## src/rtl/vblank_update_scheduler.sv

```systemverilog
// Paces game-state updates to vertical blanking: samples the VGA line counter, divides frames
// into game ticks and runs a req/ack handshake with overrun detection, pause and single-step.
module vblank_update_scheduler #(
  parameter int unsigned V_ACTIVE = 480,
  parameter int unsigned DIV_W    = 4,
  parameter int unsigned FCNT_W   = 16
) (
  input  logic              clk,
  input  logic              rst,
  input  logic [9:0]        vOut,
  input  logic [DIV_W-1:0]  speed,
  input  logic              pause,
  input  logic              step,
  input  logic              upd_ack,
  output logic              upd_req,
  output logic              in_vblank,
  output logic              overrun,
  input  logic              overrun_clr,
  output logic [FCNT_W-1:0] frame_cnt
);

  localparam logic [9:0] VActive = 10'(V_ACTIVE);

  typedef enum logic [0:0] {StIdle, StReq} state_e;

  state_e              state_q, state_d;
  logic [9:0]          v_s1_q, v_s2_q, v_cur_q, v_cur_d;
  logic                frame_start_q, frame_start_d;
  logic                vblank_end_q, vblank_end_d;
  logic                in_vblank_q, in_vblank_d;
  logic                upd_req_q, upd_req_d;
  logic                overrun_q, overrun_d;
  logic                step_pend_q, step_pend_d;
  logic [DIV_W-1:0]    div_cnt_q, div_cnt_d;
  logic [FCNT_W-1:0]   frame_cnt_q, frame_cnt_d;
  logic                launch;
  logic                overrun_set;

  always_comb begin
    // Only accept a new line value once two samples agree, so bus skew never reaches v_cur.
    v_cur_d       = (v_s1_q == v_s2_q) ? v_s2_q : v_cur_q;
    frame_start_d = (v_cur_d == VActive) && (v_cur_q != VActive);
    vblank_end_d  = (v_cur_d == '0) && (v_cur_q != '0);
    in_vblank_d   = (v_cur_d >= VActive);

    launch      = 1'b0;
    div_cnt_d   = div_cnt_q;
    step_pend_d = step_pend_q;
    frame_cnt_d = frame_cnt_q;
    if (frame_start_q) begin
      frame_cnt_d = frame_cnt_q + FCNT_W'(1);
      if (pause) begin
        if (step_pend_q) begin
          launch      = 1'b1;
          step_pend_d = 1'b0;
          div_cnt_d   = '0;
        end
      end else if (div_cnt_q >= speed) begin
        launch    = 1'b1;
        div_cnt_d = '0;
      end else begin
        div_cnt_d = div_cnt_q + DIV_W'(1);
      end
    end
    if (pause && step) step_pend_d = 1'b1;

    state_d     = state_q;
    overrun_set = 1'b0;
    unique case (state_q)
      StIdle: if (launch) state_d = StReq;
      StReq: begin
        if (upd_ack) begin
          state_d = StIdle;
        end else if (vblank_end_q || (frame_start_q && launch)) begin
          overrun_set = 1'b1;
        end
      end
      default: state_d = StIdle;
    endcase
    upd_req_d = (state_d == StReq);

    if (overrun_set)      overrun_d = 1'b1;
    else if (overrun_clr) overrun_d = 1'b0;
    else                  overrun_d = overrun_q;
  end

  always_ff @(posedge clk or posedge rst) begin
    if (rst) begin
      state_q       <= StIdle;
      v_s1_q        <= '0;
      v_s2_q        <= '0;
      v_cur_q       <= '0;
      frame_start_q <= 1'b0;
      vblank_end_q  <= 1'b0;
      in_vblank_q   <= 1'b0;
      upd_req_q     <= 1'b0;
      overrun_q     <= 1'b0;
      step_pend_q   <= 1'b0;
      div_cnt_q     <= '0;
      frame_cnt_q   <= '0;
    end else begin
      state_q       <= state_d;
      v_s1_q        <= vOut;
      v_s2_q        <= v_s1_q;
      v_cur_q       <= v_cur_d;
      frame_start_q <= frame_start_d;
      vblank_end_q  <= vblank_end_d;
      in_vblank_q   <= in_vblank_d;
      upd_req_q     <= upd_req_d;
      overrun_q     <= overrun_d;
      step_pend_q   <= step_pend_d;
      div_cnt_q     <= div_cnt_d;
      frame_cnt_q   <= frame_cnt_d;
    end
  end

  assign upd_req   = upd_req_q;
  assign in_vblank = in_vblank_q;
  assign overrun   = overrun_q;
  assign frame_cnt = frame_cnt_q;

endmodule

```

## config.mk

```make
export PLATFORM = sky130hd
export DESIGN_NAME = vblank_update_scheduler
export DESIGN_NICKNAME = d
export VERILOG_FILES = /design/src/rtl/vblank_update_scheduler.sv
export SDC_FILE = /design/constraint.sdc
export NUM_CORES = 1
export LEC_CHECK = 0
export CORE_MARGIN = 3
export CORE_UTILIZATION = 52
export DETAILED_ROUTE_END_ITERATION = 8
export GPL_TIMING_DRIVEN = 0
export PLACE_DENSITY = 0.79
export SLEW_MARGIN = 0
export SYNTH_ARGS = -nofsm -noshare
export SYNTH_HDL_FRONTEND = slang
export SYNTH_SLANG_ARGS = --single-unit
```

## constraint.sdc

```tcl
create_clock -name clk -period 2 [get_ports clk]
set_clock_uncertainty 0.15 [all_clocks]
set_input_delay 0.2 -clock clk [delete_from_list [all_inputs] [get_ports clk]]
set_output_delay 0.2 -clock clk [all_outputs]
set_load 0.05 [all_outputs]
```

# After elaboration in Yosys (flattened, before gate mapping)
# Index checks and enable logic that the tools add are counted.
[totals] register_bits=56 inputBits=20 word_cells=51
[op_classes] n_addsub=2 order_cmp=2 eq_ne=4 mux=19 bitwise=1 reduce_logical=12
[ops] op="16-bit by 1-bit adder with 16-bit output (second input constant)" n=1
[ops] op="1-bit two-way mux" n=14
[ops] op="4-bit two-way mux" n=3
[ops] op="10-bit == test" n=1
[ops] op="10-bit by 9-bit == test with 1-bit output (second input constant)" n=1
[ops] op="10-bit by 9-bit >= comparator with 1-bit output (second input constant)" n=1
[ops] op="10-bit zero test" n=1
[ops] op="10-bit two-way mux" n=1
[ops] op="10-bit by 9-bit inequality test with 1-bit output (second input constant)" n=1
[ops] op="10-bit nonzero test" n=1
[ops] op="2-bit nonzero test" n=3
[ops] op="4-bit by 1-bit adder with 4-bit output (second input constant)" n=1
[ops] op="4-bit >= comparator" n=1
[ops] op="1-bit logical AND" n=4
[ops] op="2-bit AND reduction" n=2
[ops] op="2-bit by 1-bit inequality test with 1-bit output (second input constant)" n=1
[ops] op="1-bit case mux with 2 select lines" n=1
[ops] op="1-bit logical OR" n=1
[ops] op="1-bit inverter" n=1

# Logic depth before layout (Yosys ltp)
# Gate-level depths: netlist (run 1).
[depth] ltp_word=10 depth_mapped=7 mapped_depth_nobuf=7

# Worst setup path before layout (run 1)
# No wires, ideal clock.
[synth_timing] path_type="reg-to-reg" from="reg frame_cnt_q[2], in the netlist frame_cnt[2]" to="reg frame_cnt_q[13], in the netlist frame_cnt[13]" arrival_ps=1662 t_required_ps=1709 setup_slack_ps=47 path_stages_with_launch=6 n_path_buf=0 path_cell_list="dfrtp_1 > nand4_1 > nor3_1 > and2_1 > nand4_1 > xnor2_1"
[synth_between] elab_chain_cells=1
[synth_rtl] element="start, declared" line_no="35" source="logic [FCNT_W-1:0] frame_cnt_q, frame_cnt_d;"
[synth_rtl] element="start signal, assigned" line_no="113" source="frame_cnt_q <= frame_cnt_d;"
[synth_rtl] element="16-bit by 1-bit adder with 16-bit output" line_no="51" source="frame_cnt_d = frame_cnt_q + FCNT_W'(1);"
# No other way between the ends.
# A chain may end at the register's enable or synchronous reset.

# Final worst setup path (run 1)
[layout_timing] from="reg frame_cnt_q[0], in the netlist frame_cnt[0]" to="out frame_cnt[0]"
[layout_lines] element="end, declared" line_no="19" source="output logic [FCNT_W-1:0] frame_cnt"
# No word-level cell between the ends.

==> reports/qor.yml, run 1 <==
busiest_layer: "met2"
required_ns: 1.65
num-nets-final: 249
syn-num-nets: 200
cpPeakStageDelay_ns: 0.83
reg2reg_to: "div_cnt_q[0]"
hold_viol: 0
ys_types: 37
antenna_left: 0
min_period_ns: 1.921
startpoint: "frame_cnt[0]"
viasPerCell: 5.343
peakVddDrop_uv: 560.0
fin_tns_setup_ns: 0
cts_htree_levels: 2
clkLatencyLatePin_ns: 0.29
overflow: 0
netlist_area_um2: 2262
grtUsageMet2: 0.3102
setup_viol_count_final: 0
outcome: "finished, final reports clean"
nFillCells: 273
path_buf_inv: 1
hold_class: "input pin to async pin"
drive_gt1_frac: 0.1071
end_kind: "output pin"
min_period_over_period: 0.9605
hpwl_mm: 2.989
routed_wl_mm: 4.025
p_leak_nw: 1.335
cts-root-buf: "clkbuf_8"
row_count: 23
port_buffers: 38
antenna_found_initial: 0
place_congestion: 0.7848
final_core_util: 0.7097
clock-sinks: 56
clk_path_buf_depth: 2
multi_input_area_um2: 845.8
route.detailed.drc: 0
startpoint_type: "flip-flop"
path_clk_slew_ns: 0.10
crit_path_end: "frame_cnt[0]"
r2r-start: "div_cnt_q[2]"
grt_pass1_wl_mm: 7.003
syn_area_per_cell_um2: 13.00
crit_family: "buffers and inverters"
maxSlewViolCount: 0
grt_max_degree: 34
use_met1: 0.2129
ys_ff_latch: 56
cp_data_arrival_time_ns: 1.57
yosysSeqAreaShare: 0.6195
die_y_um: 71.96
ios: 39
max_clock_freq_mhz: 520.5
register_area_um2: 1401
hold_buffers: 0
rr_worst_depth: 6
grt_pass1_vias: 1550
start_util: 0.5536
worst_pin_slew_ns: 0.5282
dieArea_um2: 5178
wl_per_cell_um: 14.69
crit_fanout: 5
cts_buffers: 5
crit_cells: 1
drtIter0Drc: 80
syn_to_final_growth_pct: 28.21
synth_cells: 174
relSlewSlack: 0.6467
crit_type: "flip-flop to output pin"
cp_slowest_cell: "clkdlybuf4s50_1"
cts_tree: "built"
core_um2: 4086
p_per_area_nw_per_um2: 714.4
yosys_warnings: 0
drt_first_pass_iters: 4
grt_util_met3: 0.02909
cap_violations: 0
diodes: 0
path_cells: "clkdlybuf4s50_1"
r2r_setup_slack_ns: 0.10
grt.total_usage: 0.1720
fp.dieW_um: 71.96
vias: 1464
==> per-stage QoR <==
step	hold WS (ns)	worst slack, ns	total power [W]	std cells	area [um^2]
after detailed placement	0.2282	-0.2951	0.001338	263	2725
final	0.09204	0.07891	0.002072	274	2900
after CTS	0.09655	0.01188	0.002093	271	2855
after floorplan	0.08143	0.04674	0.001270	174	2262
after global placement	0.2290	-0.6041	0.001325	262	2705
after global routing	0.1219	-0.003766	0.002164	274	2900
==> worst min path at each step <==
| stage | end | slack [ns] | cells after the start |
|---|---|---|---|
| 4_1_cts | frame_cnt[14] | 0.1 | 2 |
| 3_5_place_dp | v_s2_q[0] | 0.23 | 0 |
| 2_1_floorplan | v_s1_q[0] | 0.08 | 0 |
| 5_1_grt | frame_cnt[15] | 0.12 | 2 |
| 6_report | frame_cnt[15] | 0.09 | 2 |
| 3_3_place_gp | v_s2_q[6] | 0.23 | 0 |
==> kinds of logic (layout without fill, tap and decap cells) <==
family | after synthesis | in the layout | share of synthesized area
flops | 56 | 56 | 0.6195
fa+ha+maj | 6 | 6 | 0.03318
xor+xnor | 25 | 25 | 0.09679
buf+inv | 10 | 60 | 0.02046
simple gates | 48 | 48 | 0.1211
compound gates | 17 | 17 | 0.04978
mux | 12 | 12 | 0.05918
==> final cells by class <==
class	count	area share
Buffer	2	0.005608
Clock buffer	6	0.02847
Clock inverter	2	0.01337
Inverter	8	0.01035
Multi-Input combinational cell	108	0.2916
Sequential cell	56	0.4832
Tap cell	50	0.02157
Timing Repair Buffer	42	0.1458
==> Yosys cell counts <==
| library cell | number | area (um^2) |
|---|---|---|
| a21o_1 | 1 | 7.510 |
| o21ai_1 | 1 | 5.000 |
| o21a_1 | 1 | 7.510 |
| inv_1 | 8 | 30.03 |
| nor2b_1 | 1 | 6.260 |
| nand2_1 | 13 | 48.80 |
| and2_1 | 1 | 6.260 |
| buf_2 | 1 | 5.000 |
| or3_1 | 1 | 6.260 |
| a211oi_1 | 1 | 7.510 |
| nand3_1 | 4 | 20.02 |
| a2111oi_1 | 1 | 10.01 |
| o22ai_1 | 1 | 6.260 |
| nand4_1 | 6 | 37.54 |
| and4_1 | 1 | 8.760 |
| or2_0 | 1 | 6.260 |
| ha_1 | 6 | 75.07 |
| nand2b_1 | 1 | 6.260 |
| nand4_2 | 1 | 12.51 |
| nor3_1 | 4 | 20.02 |
| mux2i_1 | 1 | 10.01 |
| buf_6 | 1 | 11.26 |
| nor4_1 | 3 | 18.77 |
| mux2_2 | 1 | 11.26 |
| nor4_2 | 2 | 25.02 |
| a2111oi_2 | 1 | 15.01 |
| a21oi_1 | 3 | 15.01 |
| nor2_1 | 4 | 15.01 |
| a22o_1 | 1 | 8.760 |
| nor4b_1 | 1 | 8.760 |
| xor2_1 | 13 | 113.9 |
| dfrtp_1 | 56 | 1401 |
| xnor2_1 | 12 | 105.1 |
| mux2_1 | 10 | 112.6 |
| o21ai_0 | 6 | 30.03 |
| and3_1 | 2 | 12.51 |
| or4_1 | 2 | 15.01 |
==> layout by cell type, fill, tap and decap left out, drive strengths merged, types with 7 or more instances in the layout <==
cell	count
mux2	11
o21ai	7
clkdlybuf4s50	38
dfrtp	56
xor2	13
xnor2	12
nand4	7
nand2	13
inv	8
==> where the power goes <==
part | total, W | switching, W | internal, W
registers | 0.00119 | 0.0000246 | 0.00116
clock network | 0.000756 | 0.000346 | 0.000410
logic | 0.000129 | 0.0000630 | 0.0000657
total | 0.00207 | 0.000434 | 0.00164
==> sequential cells by signal (all words and copies together), names as in the netlist, 4 cells and up <==
signal	flops
v_s1_q	10
v_s2_q	10
v_cur_q	10
frame_cnt	16
div_cnt_q	4
==> what timing repair did <==
item                                    4_1_cts  5_1_grt
pin swaps                                     1        3
endpoints found under the setup margin        2       13
setup buffers                                 0        3
hold endpoints to repair                      0        0
resized for setup                             2        3
==> routing by layer <==
metal | part of all wire | vias to the layer above
met4 | 0.014 | 0
met3 | 0.037 | 4
met5 | 0 | -
met2 | 0.53 | 33
met1 | 0.42 | 722
li1 | - | 705
No activity file was read; power rests on OpenSTA's default activity.
==> run 2: changes to the inputs <==
Settings changed: REMOVE_ABC_BUFFERS set to 1.
==> run 2 against run 1 <==
Final cell count decreased by 0.73%; flip-flop and latch count unchanged; hold slack improved by 0.075 ns; count of clock-buffer cells in the layout up 1; sequential share of layout area decreased by 0.59 points; sequential power barely moved.
==> reports/qor.yml, run 2 (synthesized netlist as in run 1, its figures left out) <==
min_period_over_period: 0.9685  # was 0.9605
overflow: 0  # unchanged
place_inst: 261  # was 263
outcome: "finished, final reports clean"  # unchanged
clkLatencyLatePin_ns: 0.30  # was 0.29 ns
cts_htree_levels: 2  # unchanged
p_per_area_nw_per_um2: 716.2  # was 714.4 nW/um^2
peakVddDrop_uv: 534.4  # was 560.0 uV
path_cells: "ha_4, or2_1, a211oi_2, a21oi_4, or3_1, o21ai_1"  # was clkdlybuf4s50_1
path_clk_slew_ns: 0.09  # was 0.10 ns
cts_tree: "built"  # unchanged
required_ns: 2.09  # was 1.65 ns
final_common_cell: "dfrtp_1"  # unchanged
diodes: 0  # unchanged
highest_layer: "met4"  # unchanged
crit_type: "flip-flop to flip-flop"  # was flip-flop to output pin
place_congestion: 0.7369  # was 0.7848
dieArea_um2: 5178  # unchanged
vias: 1459  # was 1464
seqPwrFrac: 0.564  # was 0.573
swShare: 0.2037  # was 0.2094
drtIter0Drc: 143  # was 80
worst_pin_slew_ns: 0.6841  # was 0.5282 ns
hold_viol: 0  # unchanged
min_period_ns: 1.937  # was 1.921 ns
startpoint_type: "flip-flop"  # unchanged
cp_data_arrival_time_ns: 2.02  # was 1.57 ns
hold_class: "input pin to async pin"  # unchanged
cap_violations: 0  # unchanged
pwr-share-comb: 0.068  # was 0.062
row_count: 23  # unchanged
crit_fanout: 7  # was 5
path_buf_inv: 0  # was 1
instances_no_fill: 272  # was 274
routed_wl_mm: 3.892  # was 4.025 mm
grt_max_degree: 33  # was 34
clk_path_buf_depth: 2  # unchanged
viasPerCell: 5.364  # was 5.343
p_int_w: 0.001676  # was 0.001638 W
cts-root-buf: "clkbuf_8"  # unchanged
p_leak_nw: 1.352  # was 1.335 nW
r2r_setup_slack_ns: 0.06  # was 0.10 ns
drt_first_pass_iters: 4  # unchanged
met1_length_mm: 1.653  # was 1.696 mm
fp.dieW_um: 71.96  # unchanged
max_clock_freq_mhz: 516.3  # was 520.5 MHz
relSlewSlack: 0.5432  # was 0.6467
route.detailed.drc: 0  # unchanged
p_clk_frac: 0.368  # was 0.365
grt.total_usage: 0.1610  # was 0.1720
antenna_left: 0  # unchanged
ios: 39  # unchanged
p_sw_w: 0.0004288  # was 0.0004338 W
hold_buffers: 0  # unchanged
syn_to_final_growth_pct: 29.92  # was 28.21%
core_um2: 4086  # unchanged
drive_gt1_frac: 0.1081  # was 0.1071
end_kind: "flip-flop"  # was output pin
setup_viol_count_final: 0  # unchanged
crit_family: "simple AND/OR/NAND/NOR gates"  # was buffers and inverters
port_buffers: 38  # unchanged
clock-sinks: 56  # unchanged
met3_length_um: 227  # was 150 um
p_total_w: 0.002105  # was 0.002072 W
grt_pass1_vias: 1435  # was 1550
maxSlewViolCount: 0  # unchanged
hpwl_mm: 2.828  # was 2.989 mm
wl_per_cell_um: 14.31  # was 14.69 um
cp_slowest_cell: "dfrtp_2"  # was clkdlybuf4s50_1
antenna_found_initial: 0  # unchanged
cpPeakStageDelay_ns: 0.45  # was 0.83 ns
num-nets-final: 247  # was 249
largest_reg_flops: 16  # unchanged
die_y_um: 71.96  # unchanged
grt_pass1_wl_mm: 6.492  # was 7.003 mm
dr_wl_met2_mm: 1.963  # was 2.120 mm
layout_common_cells: "55 x dfrtp_1, 37 x clkdlybuf4s50_1, 13 x nand2_1, 13 x xor2_1, 12 x xnor2_1"  # was 56 x dfrtp_1, 38 x clkdlybuf4s50_1, 13 x nand2_1, 13 x xor2_1, 12 x xnor2_1
cts_buffers: 5  # unchanged
start_util: 0.5536  # unchanged
rsz0062_at_grt: "true"
==> run 2: stage by stage <==
stage               cell area (um^2)  setup WS [ns]  hold WS, ns    util  TNS [ns]
floorplan                       2246        0.04674      0.08143       -         0
global placement                2689        -0.5967       0.2290  0.6580    -34.03
detailed placement              2716        -0.2407       0.2314  0.6647    -1.291
CTS                             2851        0.02098       0.1747  0.6978         0
global route                    2939       -0.09051       0.1723  0.7192   -0.4145
finish                          2939        0.06303       0.1671  0.7192         0
==> run 2: final timing paths <==
check | cells after the start | startpoint | end
max | 6 | div_cnt_q[2] | div_cnt_q[0]
min | 2 | rst | frame_cnt[10]
max reg2reg | 6 | div_cnt_q[2] | div_cnt_q[0]
min reg2reg | 0 | v_s1_q[1] | v_s2_q[1]
max in group asynchronous | 3 | rst | v_s1_q[3]
min in group clk | 1 | vOut[8] | v_s1_q[8]
==> run 2: final cells by class <==
type,count,area [um^2]
sequential,56,1403
fill,265,1147
multi-input combinational,108,872.1
timing repair buffer,42,445.4
clock buffer,7,96.34
tap,50,62.56
clock inverter,1,30.03
inverter,8,30.03
==> run 2: per-layer routing <==
metal | up-vias | track usage
li1 | 697 | -
met1 | 713 | 0.2004
met2 | 44 | 0.2755
met3 | 5 | 0.04571
met4 | 0 | 0.04593
met5 | - | 0
==> run 2: worst reg2reg max path, delay by kind of cell, from the launching register on <==
family / cells / cell delay [ns]
AND/OR/NAND/NOR: 2 / 0.63
adder cells (fa/ha/maj): 1 / 0.21
flip-flops: 1 / 0.45
AO/OA/AOI/OAI: 3 / 0.43
==> run 2: power groups by stage <==
stage | logic, W | clock network (W) | registers (W)
final | 0.000143 | 0.000775 | 0.00119
after global routing | 0.000158 | 0.000848 | 0.00119
after CTS | 0.000130 | 0.000793 | 0.00119
after detailed placement | 0.000128 | 0 | 0.00121
after global placement | 0.000116 | 0 | 0.00121
after floorplan | 0.0000633 | 0 | 0.00121
==> run 2: what timing repair did <==
action / in CTS / in global routing
endpoints found under the setup margin: 12 / 23
hold endpoints to repair: 0 / 0
pin swaps: 0 / 4
buffers inserted: 0 / 3
resized for setup: 1 / 11
==> run 3: changes to the inputs <==
Settings changed: MAX_ROUTING_LAYER set to met4.
==> run 3 against run 2 <==
First-iteration DRC count is the same; clock power is essentially flat; count of clock-buffer cells in the layout is the same; sequential share of layout area is the same; final area is the same; register-to-register slack is essentially flat; critical endpoint unchanged.
==> reports/qor.yml, run 3 (synthesized netlist as in run 1, its figures left out) <==
min_period_ns: 1.937  # about the same
hold_class: "input pin to async pin"  # unchanged
cp_slowest_cell: "dfrtp_2"  # unchanged
fp.dieW_um: 71.96  # unchanged
antenna_found_initial: 0  # unchanged
clkLatencyLatePin_ns: 0.30  # about the same
cts_htree_levels: 2  # unchanged
relSlewSlack: 0.5432  # about the same
nFillCells: 265  # unchanged
drtIter0Drc: 143  # unchanged
die_y_um: 71.96  # unchanged
cts_buffers: 5  # unchanged
cts_tree: "built"  # unchanged
peakVddDrop_uv: 534.4  # about the same
final_common_cell: "dfrtp_1"  # unchanged
overflow: 0  # unchanged
maxSlewViolCount: 0  # unchanged
cap_violations: 0  # unchanged
worst_pin_slew_ns: 0.6841  # about the same
dieArea_um2: 5178  # unchanged
crit_type: "flip-flop to flip-flop"  # unchanged
grt_pass1_wl_mm: 6.492  # unchanged
rr_worst_depth: 6  # unchanged
r2r_setup_slack_ns: 0.06  # about the same
path_buf_inv: 0  # unchanged
crit_path_end: "div_cnt_q[0]"  # unchanged
setup_viol_count_final: 0  # unchanged
hpwl_mm: 2.828  # unchanged
crit_cells: 6  # unchanged
grt_pass1_vias: 1435  # unchanged
port_buffers: 38  # unchanged
setup_slack_ns: 0.06304  # was 0.06303 ns
diodes: 0  # unchanged
cpPeakStageDelay_ns: 0.45  # about the same
startpoint_type: "flip-flop"  # unchanged
end_kind: "flip-flop"  # unchanged
grt_max_degree: 33  # unchanged
ios: 39  # unchanged
core_um2: 4086  # unchanged
rsz0062_at_grt: "true"  # unchanged
clk_path_buf_depth: 2  # unchanged
largest_reg_flops: 16  # unchanged
start_util: 0.5536  # unchanged
cp_data_arrival_time_ns: 2.02  # about the same
reg2reg_to: "div_cnt_q[0]"  # unchanged
crit_fanout: 7  # unchanged
min_period_over_period: 0.9685  # about the same
layout_common_cells: "55 x dfrtp_1, 37 x clkdlybuf4s50_1, 13 x nand2_1, 13 x xor2_1, 12 x xnor2_1"  # unchanged
path_cells: "ha_4, or2_1, a211oi_2, a21oi_4, or3_1, o21ai_1"  # unchanged
r2r-start: "div_cnt_q[2]"  # unchanged
max_clock_freq_mhz: 516.3  # unchanged
antenna_left: 0  # unchanged
cts-root-buf: "clkbuf_8"  # unchanged
wl_per_cell_um: 14.27  # was 14.31 um
route.detailed.drc: 0  # unchanged
required_ns: 2.08  # was 2.09 ns
place_congestion: 0.7460  # was 0.7369
path_clk_slew_ns: 0.09  # about the same
viasPerCell: 5.368  # was 5.364
outcome: "finished, final reports clean"  # unchanged
p_leak_nw: 1.352  # unchanged
crit_family: "simple AND/OR/NAND/NOR gates"  # unchanged
p_per_area_nw_per_um2: 715.5  # was 716.2 nW/um^2
syn_to_final_growth_pct: 29.92  # unchanged
clock-sinks: 56  # unchanged
hold_viol: 0  # unchanged
vias: 1460  # was 1459
instances_no_fill: 272  # unchanged
place_inst: 261  # unchanged
drive_gt1_frac: 0.1081  # unchanged
num-nets-final: 247  # unchanged
routed_wl_mm: 3.882  # was 3.892 mm
row_count: 23  # unchanged
startpoint: "div_cnt_q[2]"  # unchanged
grt.total_usage: 0.1659  # was 0.1610
place_ws_ns: -0.2407  # unchanged
drt_first_pass_iters: 5  # was 4
run 3: timing repair:
| item | CTS | global route |
|---|---|---|
| setup buffers | 0 | 3 |
| setup endpoints to repair | 12 | 23 |
| resized for setup | 1 | 11 |
| pin swaps | 0 | 4 |
| hold buffers | 0 | 0 |
run 3: how the worst min path moves through the flow:
stage               from            end  slack, ns  cells past startpoint
2_1_floorplan    vOut[0]      v_s1_q[0]       0.08                      0
3_3_place_gp   v_s1_q[7]      v_s2_q[7]       0.23                      0
3_5_place_dp   v_s1_q[1]      v_s2_q[1]       0.23                      0
4_1_cts          vOut[8]      v_s1_q[8]       0.17                      1
5_1_grt          vOut[0]      v_s1_q[0]       0.17                      1
6_report             rst  frame_cnt[10]       0.17                      2
run 3: routing by layer:
metal	part of all wire	vias up	track usage
li1	-	697	-
met1	0.43	713	0.2004
met2	0.50	44	0.2755
met3	0.058	6	0.04571
met4	0.012	0	0.04593
met5	0	-	-
run 3: through the flow:
step	utilization	hold slack, ns	TNS, ns	total power (W)	instance area, um^2
after floorplan	-	0.08143	0	0.001270	2246
after global placement	0.6580	0.2290	-34.03	0.001324	2689
after detailed placement	0.6647	0.2314	-1.291	0.001338	2716
after CTS	0.6978	0.1747	0	0.002111	2851
after global routing	0.7192	0.1723	-0.4145	0.002198	2939
final	0.7192	0.1695	0	0.002103	2939
run 3: area by class of cell:
| type | instances | area [um^2] | share of cell area |
|---|---|---|---|
| Timing Repair Buffer | 42 | 445.4 | 0.1516 |
| Sequential cell | 56 | 1403 | 0.4772 |
| Clock inverter | 1 | 30.03 | 0.01022 |
| Inverter | 8 | 30.03 | 0.01022 |
| Clock buffer | 7 | 96.34 | 0.03278 |
| Tap cell | 50 | 62.56 | 0.02129 |
| Multi-Input combinational cell | 108 | 872.1 | 0.2967 |
run 3: power by group:
| group | switching (W) | total (W) | internal (W) |
|---|---|---|---|
| Combinational | 0.0000716 | 0.000143 | 0.0000718 |
| Sequential | 0.0000243 | 0.00119 | 0.00116 |
| Clock | 0.000331 | 0.000772 | 0.000442 |
